**src/rtl/core_pkg.sv**
```systemverilog
// rtl/core_pkg.sv - shared core constants for the RV32I front end
package core_pkg;

    localparam int          XLEN             = 32;
    localparam logic [31:0] NOP_INSTR        = 32'h0000_0013;  // addi x0, x0, 0
    localparam logic [31:0] DEFAULT_RESET_PC = 32'h0000_0000;

endpackage

```
**src/rtl/fetch_fifo.sv**
```systemverilog
// rtl/fetch_fifo.sv - synchronous DEPTH-entry FIFO holding fetched {pc, instr} pairs
//   clk, reset     : clock, synchronous active-low reset
//   clear          : drop all entries (wins over push/pop)
//   push/push_data : write one entry
//   pop            : advance head (ignored when empty)
//   head           : current head entry
//   count/empty    : occupancy
module fetch_fifo #(
    parameter int WIDTH = 64,
    parameter int DEPTH = 2,
    localparam int AW   = $clog2(DEPTH)
) (
    input  logic             clk,
    input  logic             reset,
    input  logic             clear,
    input  logic             push,
    input  logic [WIDTH-1:0] push_data,
    input  logic             pop,
    output logic [WIDTH-1:0] head,
    output logic [AW:0]      count,
    output logic             empty
);
    import core_pkg::*;

    logic [WIDTH-1:0] mem [DEPTH];
    logic [AW:0]      wr_ptr;
    logic [AW:0]      rd_ptr;
    logic             full;

    // One extra pointer bit distinguishes full from empty; pointers wrap naturally.
    assign count = wr_ptr - rd_ptr;
    assign empty = (count == '0);
    assign full  = (count == (AW+1)'(DEPTH));
    assign head  = mem[rd_ptr[AW-1:0]];

    always_ff @(posedge clk) begin
        if (!reset || clear) begin
            wr_ptr <= '0;
            rd_ptr <= '0;
        end else begin
            if (push)
                wr_ptr <= wr_ptr + 1'b1;
            if (pop && !empty)
                rd_ptr <= rd_ptr + 1'b1;
        end
    end

    always_ff @(posedge clk) begin
        if (push)
            mem[wr_ptr[AW-1:0]] <= push_data;
    end

    // Request throttling upstream keeps pushes away from a full FIFO.
    assert property (@(posedge clk) disable iff (!reset) !(push && full && !clear));

endmodule

```
**src/rtl/fetch_buffer.sv**
```systemverilog
// rtl/fetch_buffer.sv - instruction fetch front end: PC, imem requests, fetch FIFO, IF/ID register
//   clk, reset            : clock, synchronous active-low reset
//   stallF/stallD/FlushD  : hazard unit controls
//   PcSrcE/PCTargetE      : Execute-stage redirect
//   imem_req/imem_addr    : one-word request per cycle
//   imem_rvalid/rdata     : in-order responses
//   InstrD/PCD/PCPlus4D/validD : IF/ID register
//   Optional macro FETCH_BYPASS_EN: accepted response loads IF/ID directly when FIFO is empty.
module fetch_buffer #(
    parameter int              XLEN     = core_pkg::XLEN,
    parameter logic [XLEN-1:0] RESET_PC = core_pkg::DEFAULT_RESET_PC,
    parameter int              DEPTH    = 2
) (
    input  logic            clk,
    input  logic            reset,
    input  logic            stallF,
    input  logic            stallD,
    input  logic            FlushD,
    input  logic            PcSrcE,
    input  logic [XLEN-1:0] PCTargetE,
    output logic            imem_req,
    output logic [XLEN-1:0] imem_addr,
    input  logic            imem_rvalid,
    input  logic [XLEN-1:0] imem_rdata,
    output logic [XLEN-1:0] InstrD,
    output logic [XLEN-1:0] PCD,
    output logic [XLEN-1:0] PCPlus4D,
    output logic            validD
);
    import core_pkg::*;

    localparam int CW = $clog2(DEPTH) + 1;

    logic [XLEN-1:0]   pc;
    logic [XLEN-1:0]   resp_pc;
    logic [CW-1:0]     outstanding;
    logic [CW-1:0]     discard;
    logic [CW-1:0]     fifo_count;
    logic              fifo_empty;
    logic [2*XLEN-1:0] head;
    logic [XLEN-1:0]   head_pc;
    logic [XLEN-1:0]   head_instr;
    logic              issue;
    logic              accept;
    logic              bypass;
    logic              push;
    logic              pop;

    // Credit: every word either in flight or buffered holds one FIFO slot,
    // so a response can never find the FIFO full. Gated by reset so the bus is idle in reset.
    assign issue = reset && !stallF && !PcSrcE &&
                   (({1'b0, outstanding} + {1'b0, fifo_count}) < (CW+1)'(DEPTH));
    assign imem_req  = issue;
    assign imem_addr = pc;

    // Responses that belong to a squashed path are dropped, as is any arriving on the redirect cycle.
    assign accept = imem_rvalid && !PcSrcE && (discard == '0);

`ifdef FETCH_BYPASS_EN
    assign bypass = accept && fifo_empty && !stallD && !FlushD;
`else
    assign bypass = 1'b0;
`endif

    assign push = accept && !bypass;
    assign pop  = !FlushD && !stallD && !fifo_empty;
    assign {head_pc, head_instr} = head;

    fetch_fifo #(
        .WIDTH (2*XLEN),
        .DEPTH (DEPTH)
    ) u_fifo (
        .clk       (clk),
        .reset     (reset),
        .clear     (PcSrcE),
        .push      (push),
        .push_data ({resp_pc, imem_rdata}),
        .pop       (pop),
        .head      (head),
        .count     (fifo_count),
        .empty     (fifo_empty)
    );

    always_ff @(posedge clk) begin
        if (!reset) begin
            pc          <= RESET_PC;
            resp_pc     <= RESET_PC;
            outstanding <= '0;
            discard     <= '0;
        end else begin
            outstanding <= outstanding + CW'(issue) - CW'(imem_rvalid);
            if (PcSrcE) begin
                pc      <= PCTargetE;
                resp_pc <= PCTargetE;
                // Everything still in flight after this cycle is from the old path.
                discard <= outstanding - CW'(imem_rvalid);
            end else begin
                if (issue)
                    pc <= pc + XLEN'(4);
                if (accept)
                    resp_pc <= resp_pc + XLEN'(4);
                if (imem_rvalid && (discard != '0))
                    discard <= discard - 1'b1;
            end
        end
    end

    always_ff @(posedge clk) begin
        if (!reset || FlushD) begin
            InstrD   <= XLEN'(NOP_INSTR);
            PCD      <= '0;
            PCPlus4D <= '0;
            validD   <= 1'b0;
        end else if (!stallD) begin
            if (!fifo_empty) begin
                InstrD   <= head_instr;
                PCD      <= head_pc;
                PCPlus4D <= head_pc + XLEN'(4);
                validD   <= 1'b1;
`ifdef FETCH_BYPASS_EN
            end else if (accept) begin
                InstrD   <= imem_rdata;
                PCD      <= resp_pc;
                PCPlus4D <= resp_pc + XLEN'(4);
                validD   <= 1'b1;
`endif
            end else begin
                InstrD   <= XLEN'(NOP_INSTR);
                PCD      <= '0;
                PCPlus4D <= '0;
                validD   <= 1'b0;
            end
        end
    end

endmodule

```
**config.mk**
```make
export PLATFORM = sky130hd
export DESIGN_NAME = fetch_buffer
export DESIGN_NICKNAME = d
export VERILOG_FILES = /design/src/rtl/core_pkg.sv /design/src/rtl/fetch_fifo.sv /design/src/rtl/fetch_buffer.sv
export SDC_FILE = /design/constraint.sdc
export NUM_CORES = 1
export LEC_CHECK = 0
export BUFFER_PORTS_ARGS = -buffer_cell sky130_fd_sc_hd__clkbuf_2
export CORE_MARGIN = 2
export CORE_UTILIZATION = 40
export DETAILED_ROUTE_END_ITERATION = 6
export GPL_TIMING_DRIVEN = 1
export PLACE_DENSITY_LB_ADDON = 0.08
export SLEW_MARGIN = 20
export SYNTH_ARGS = -nofsm -noshare
export SYNTH_HDL_FRONTEND = slang
export SYNTH_SLANG_ARGS = --single-unit
export TNS_END_PERCENT = 50
```
**constraint.sdc**
```tcl
create_clock -name clk -period 12.41 [get_ports clk]
set_input_delay 2.482 -clock clk [delete_from_list [all_inputs] [get_ports clk]]
set_output_delay 2.482 -clock clk [all_outputs]
set_load 0.02 [all_outputs]
```
After elaboration in Yosys (flattened, before gate mapping)
Memories as Yosys holds them, arrays and structs flattened. A register that Yosys moved wholly into a read port is not among the register bits.
Index checks and enable logic that the tools add are counted.
- add/sub/neg operators: 11
- multipliers: 0
- div/mod/pow operators: 0
- $lt $le $gt $ge: 1
- eq/ne operators: 0
- shifts and indexed selects: 0
- mux-type cells: 14
- bitwise gates (word level): 0
- reduce and logical (&&, ||, !) cells: 23
- operators with widths (kind ; count):
    $mux W32 ; 7
    $add A32 B3 Y32 const B ; 3
    $logic_and A1 B1 Y1 ; 9
    $reduce_bool A2 Y1 ; 4
    $logic_not A1 Y1 ; 6
    $mux W1 ; 5
    $add A2 B1 Y2 const B ; 2
    $logic_not A2 Y1 ; 2
    $mux W2 ; 2
    $sub A2 B1 Y2 ; 2
    $add A2 B2 Y3 ; 1
    $lt A3 B2 Y1 const B ; 1
    $add A2 B1 Y2 ; 1
    $logic_or A1 B1 Y1 ; 2
    $sub A2 B1 Y2 const B ; 1
    $sub A2 B2 Y2 ; 1
- bits in registers: 169
- bits in latches: 0
- bits in writable memories: 128
- bits in read-only memories: 0
- input bits: 71
- word-level logic and storage cells: 60
- memories kept: 1
- memory list (name ; depth ; width ; rd ports ; clocked after Yosys merged registers in ; wr ports ; line ; RTL):
    u_fifo.mem ; 2 ; 64 ; 1 ; 1 ; 1 ; fetch_fifo.sv:25 ; logic [WIDTH-1:0] mem [DEPTH];

Depth between registers and ports, before layout
Gate-level depths: netlist (run 1).
- depth in word-level cells: 7
- depth in mapped cells: 10

Hierarchy
A second synthesis (run 1) with hierarchy kept.
- cells, all modules: 1052
- area, all modules: 12054.1 µm²
- modules (own cells, without submodules) (module ; instances ; cells an instance ; area an instance (µm²)):
    fetch_buffer ; 1 ; 823 ; 7178.1
    fetch_fifo ; 1 ; 229 ; 4875.9

Worst setup path before layout (run 1)
Ideal clock, no wire load.
- kind: in2reg
- start: input port PcSrcE
- end: memory u_fifo.mem[1][0] (enable)
- setup time: 0.569 ns
- arrival: 7.195 ns
- path slack: 4.646 ns
- stages on the path: 2
- path through: clkbuf_1 > nor3_1
- word-level cells in the longest chain between the ends: 5
- RTL lines (element ; line ; RTL):
    from (decl) ; fetch_buffer.sv:19 ; input logic PcSrcE,
    $logic_not A1 Y1 ; fetch_buffer.sv:57 ; assign accept = imem_rvalid && !PcSrcE && (discard == '0);
    $logic_and A1 B1 Y1 (2 in a row) ; fetch_buffer.sv:57 ;
    $mux W1 ; fetch_fifo.sv:49 ; if (push)
    $mux W1 (not written as such) ; fetch_fifo.sv:50 ; mem[wr_ptr[AW-1:0]] <= push_data;
    to (decl) ; fetch_fifo.sv:25 ;
Every way passes these cells.

Final worst setup path (run 1)
- start: input port reset
- end: output port imem_req
- word-level cells in the longest chain between the ends: 3
- RTL lines (element ; line ; RTL):
    from (decl) ; fetch_buffer.sv:15 ; input logic reset,
    $logic_and A1 B1 Y1 (3 in a row) ; fetch_buffer.sv:51 ; assign issue = reset && !stallF && !PcSrcE &&
    to (decl) ; fetch_buffer.sv:21 ; output logic imem_req,
Every way passes these cells.

==> results of run 1 <==
[path summary, 6_finish.rpt]
| path | endpoint |
|---|---|
| setup / recovery | imem_req |
| hold / removal | u_fifo.mem[1][32] |
| setup reg to reg | PCPlus4D[28] |
| hold reg to reg | u_fifo.mem[1][32] |
[routing by layer]
| metal | up-vias | track usage |
|---|---|---|
| met3 | 36 | 0.0311 |
| met5 | - | 0 |
| met2 | 236 | 0.294 |
| met1 | 4237 | 0.283 |
| met4 | 0 | 0.0373 |
| li1 | 4410 | - |
[through the flow]
stage	instance area, µm²	utilization
2_1_floorplan	12100	-
3_3_place_gp	13500	0.453
3_5_place_dp	13500	0.453
4_1_cts	14500	0.487
5_1_grt	14500	0.487
6_report	14500	0.487
[critical path, stage by stage]
cell and delay [ns]:
clkbuf_2 0.07, buf_4 0.34, nand2b_1 0.29, nor2_1 0.21, clkbuf_2 0.20
[cell type report]
class	count	area share
Clock buffer	42	0.0598
Multi-Input combinational cell	726	0.321
Inverter	15	0.00388
Sequential cell	296	0.497
Tap cell	390	0.0336
Clock inverter	15	0.0107
Timing Repair Buffer	210	0.0742
[cells by family (layout without fill, tap and decap cells)]
family | Yosys count | after routing | share of synthesized area
AND/OR/NAND/NOR | 347 | 347 | 0.145
adder cells (fa/ha/maj) | 8 | 8 | 0.00886
AO/OA/AOI/OAI | 237 | 237 | 0.120
buffers and inverters | 74 | 282 | 0.0250
multiplexers | 67 | 67 | 0.0585
XOR/XNOR | 67 | 67 | 0.0494
flip-flops | 296 | 296 | 0.593
[power by group through the flow]
stage          Clock [mW]  Sequential [mW]  Combinational, mW
2_1_floorplan           0             1.11             0.0936
3_3_place_gp            0             1.11              0.161
3_5_place_dp            0             1.11              0.162
4_1_cts             0.949             1.09              0.162
5_1_grt             0.991             1.09              0.179
6_report            0.927             1.09              0.161
[state kept, by name, summed over array words and instances, names as in the netlist, named ones only]
| register | cells |
|---|---|
| InstrD | 32 |
| PCD | 32 |
| PCPlus4D | 30 |
| discard | 2 |
| imem_addr | 32 |
| outstanding | 2 |
| resp_pc | 32 |
| u_fifo.mem | 128 |
| u_fifo.rd_ptr | 2 |
| u_fifo.wr_ptr | 2 |
| validD | 1 |
[cell usage after synthesis, drive strengths merged, types with 4 or more instances]
cell type and count:
a31oi 15, dfxtp 168, a21oi 98, o21ai 46, edfxtp 128, xnor2 22, nand3b 5, and4 12
nor2 123, nand4b 5, buf 15, mux2i 41, and3 10, o31ai 8, nand2 62, nor4 5
a22oi 32, a32o 5, or4 10, or3 6, inv 15, nor3 14, nor2b 4, nand4 36
mux2 26, o22ai 5, xor2 44, nand3 34, a21boi 5, ha 7, and2 7, clkbuf 44
==> flow_summary.toml, run 1 <==
[timing]
layout_setup_ws_ns = 6.32
worst_slew_pin_slew_ns = 0.945
maxSlewHeadroom = 0.370
final-hold-violation-count = 0
skew_ns = 0.0171
min_period_over_period = 0.491
rsz0062_at_grt = "false"
max_freq_ghz = 0.164
period_minus_slack_ns = 6.09
drv_slew = 0
finalSetupViolCount = 0
tns_ns = 0
hold_slack_ns = 0.455

[yosys]
yosys_warnings = 0
synth_edf_count = 128
synth-async-reset-ratio = 0
syn-cell-area_um2 = 12100
ys_seq_area_frac = 0.593
synth_ff_type = "dfxtp_1"
syn-num-nets = 1175
yosys_register_bits = 296
synth_cell_types = 64
synth_top_area_share = 0.316
yosys.area.top_type = "edfxtp_1"
syn_area_per_cell_um2 = 11.1
syn_inst = 1096
synth.area.top_cells = "edfxtp_1, dfxtp_1, a21oi_1"

[final_layout]
num_antenna_cells = 0
final_common_cell = "clkbuf_2"
finalNonFillerCells = 1694
regArea_um2 = 7210
mostFrequentLayoutCells = "clkbuf_2, dfxtp_1, edfxtp_1"
syn2layout_area_growth_pct = 19.5
multi_input_comb_area_um2 = 4660
final_nets = 1359
drive_gt1_frac = 0.235
fill_cells = 2805

[detailed_routing]
dr_wl_met3_mm = 1.88
drc = 0
wl_per_cell_um = 18.1
drt-total-wl_mm = 30.6
met2WireLength_mm = 13.2
dr.max_layer_used = "met4"
vias = 8919
vias_per_cell = 5.27
drtPass1Iterations = 4
ant_nets = 0
m1WireLength_mm = 15.1
drt_iter0_drc = 449

[cts]
cts_buffers = 31
cts_resized = 0
cts_tree = "done"
clkTransAtPathRegs_ns = 0.06
cts-hold-fix-buffers = 0
cts_root_buffer = "clkbuf_16"
postCtsSetupBuffers = 0
cts_htree_levels = 1
clk_latency_ns = 0.55
clkSinkCount = 296
clk_path_buf_depth = 3

[power_and_ir_drop]
pwr-share-seq = 0.500
p_clk_frac = 0.426
p_int_mw = 1.66
comb_power_share = 0.074
powerDensity_nw_per_um2 = 150
swShare = 0.235
leakage_nw = 5.28
p_sw_mw = 0.511
ir_worst_vdd_mv = 0.118
total_power_mw = 2.17

[placed_design]
hpwl_mm = 20.9
placed_cells = 1637
place_congestion = 0.799
dp_slack_ns = 6.29
port_buffers = 200

[worst_setup_path]
required_ns = 9.93
crit_arrival_ns = 3.61
rrSetupSlack_ns = 8.79
crit_type = "in -> out"
crit_fanout = 42
cp-startpoint = "reset"
crit_path_start_kind = "input port"
end_kind = "output pin"
r2r_cells = 8

[grt]
grtUsageTotal = 0.191
grt_start_max_net_pins = 95
grt_pass1_wl_mm = 47.5
antenna_found_initial = 0
grt_overflow_total = 0
grt_pass1_vias = 8585

[hold_path]
min_path_type = "reg -> reg"
hold_path_depth = 0
worstHoldStart = "resp_pc[0]"

[die]
die_y_um = 178
fp.dieArea_um2 = 31800
fp.dieW_um = 178
rows = 63
start_util = 0.408
fp.coreArea_um2 = 29800
num_io_pins = 201

[outcome]
status = "complete, no violations"

[run]
maxCapViolCount = 0
Note: power is estimated with default switching activity, not from simulation.
==> inputs of run 2 (changes only) <==
- clock period: 12.41 -> 5.1 ns (I/O delays scaled with it)
==> run 2 against run 1 <==
Compared with the run above:
- combinational power increased by 140%
- final cell count increased by 0.35%
- worst setup slack got worse by 5.0 ns
- first-iteration DRC count increased by 21%
- clock power increased to 2.6 times the previous value
- critical endpoint unchanged
==> flow_summary.toml, run 2 (synthesis results as in run 1) <==
[detailed_routing]
vias = 8959
ant_nets = 0
drt_iter0_drc = 544
drc = 0
vias_per_cell = 5.27
drtPass1Iterations = 5
wl_per_cell_um = 18.1
drt-total-wl_mm = 30.8

[grt]
grt_pass1_wl_mm = 48.5
grtUsageTotal = 0.194
grt_pass1_vias = 8545
antenna_found_initial = 0
grt_overflow_total = 0
grt_start_max_net_pins = 74

[worst_setup_path]
crit_path_start_kind = "flop"
rrSetupSlack_ns = 1.68
crit_fanout = 4
required_ns = 4.08
crit_arrival_ns = 2.77
crit_type = "reg -> out"
end_kind = "output pin"
r2r_cells = 9

[placed_design]
port_buffers = 200
placed_cell_area_um2 = 13500
hpwl_mm = 21.5
place_congestion = 0.845

[cts]
cts_htree_levels = 2
postCtsSetupBuffers = 0
clk_latency_ns = 0.50
clkSinkCount = 296
cts_buffers = 34
clkTransAtPathRegs_ns = 0.06
cts_tree = "done"
cts_resized = 0
clk_path_buf_depth = 3
cts-hold-fix-buffers = 0
cts_root_buffer = "clkbuf_16"

[timing]
finalSetupViolCount = 0
max_freq_ghz = 0.264
skew_ns = 0.0224
final-hold-violation-count = 0
worst_slew_pin_slew_ns = 1.10
tns_ns = 0
drv_slew = 0
rsz0062_at_grt = "false"
period_minus_slack_ns = 3.79
min_period_over_period = 0.743
maxSlewHeadroom = 0.257

[final_layout]
drive_gt1_frac = 0.237
largest_reg_flops = 128
finalInstanceArea_um2 = 14600
num_antenna_cells = 0
final_common_cell = "clkbuf_2"
final_nets = 1364
syn2layout_area_growth_pct = 20.6
mostFrequentLayoutCells = "clkbuf_2, dfxtp_1, edfxtp_1"

[power_and_ir_drop]
total_power_mw = 5.47
leakage_nw = 5.34
ir_worst_vdd_mv = 0.173
powerDensity_nw_per_um2 = 373

[die]
die_y_um = 178
num_io_pins = 201
rows = 63
fp.dieW_um = 178
start_util = 0.408
fp.dieArea_um2 = 31800
fp.coreArea_um2 = 29800

[run]
maxCapViolCount = 0

[hold_path]
min_path_type = "reg -> reg"
hold_path_depth = 0

[outcome]
status = "complete, no violations"
run 2: through the flow:
step,std cells,setup WS [ns],utilization,hold slack (ns)
4_1_cts,1700,1.27,0.491,0.445
2_1_floorplan,1096,-1.11,-,0.425
3_5_place_dp,1639,1.63,0.454,0.439
3_3_place_gp,1638,1.70,0.453,0.437
5_1_grt,1700,1.16,0.492,0.472
6_report,1700,1.31,0.492,0.446
run 2: final timing paths:
path                    startpoint                end
setup reg to reg  u_fifo.wr_ptr[0]      imem_addr[31]
hold / removal          resp_pc[0]  u_fifo.mem[1][32]
hold reg to reg         resp_pc[0]  u_fifo.mem[1][32]
setup / recovery  u_fifo.wr_ptr[0]           imem_req
run 2: power breakdown:
part / switching [mW] / internal, mW / leakage (nW) / total [mW]
Combinational: 0.254 / 0.139 / 2.24 / 0.393
Sequential: 0.0727 / 2.57 / 2.55 / 2.64
Clock: 0.938 / 1.49 / 0.546 / 2.43
run 2: final cells by class:
type,count,area (µm²)
Fill cell,2804,15200
Sequential cell,296,7210
Multi-Input combinational cell,726,4660
Timing Repair Buffer,212,1110
Clock buffer,49,978
Tap cell,390,488
Clock inverter,12,145
Inverter,15,57.6
run 2: per-layer routing:
metal,global-route usage,vias up,part of all wire
met5,0,-,0
li1,-,4426,-
met3,0.0335,35,0.059
met1,0.290,4231,0.50
met4,0.0454,0,0.016
met2,0.292,267,0.43
run 2: worst max-delay path, cell delays in order (launching register included):
cell and delay, ns:
dfxtp_1 0.34, inv_1 0.10, ha_1 0.35, nand2b_1 0.19
fa_1 0.54, nand2_1 0.08, or2_2 0.29, nor2_1 0.18
clkbuf_2 0.21
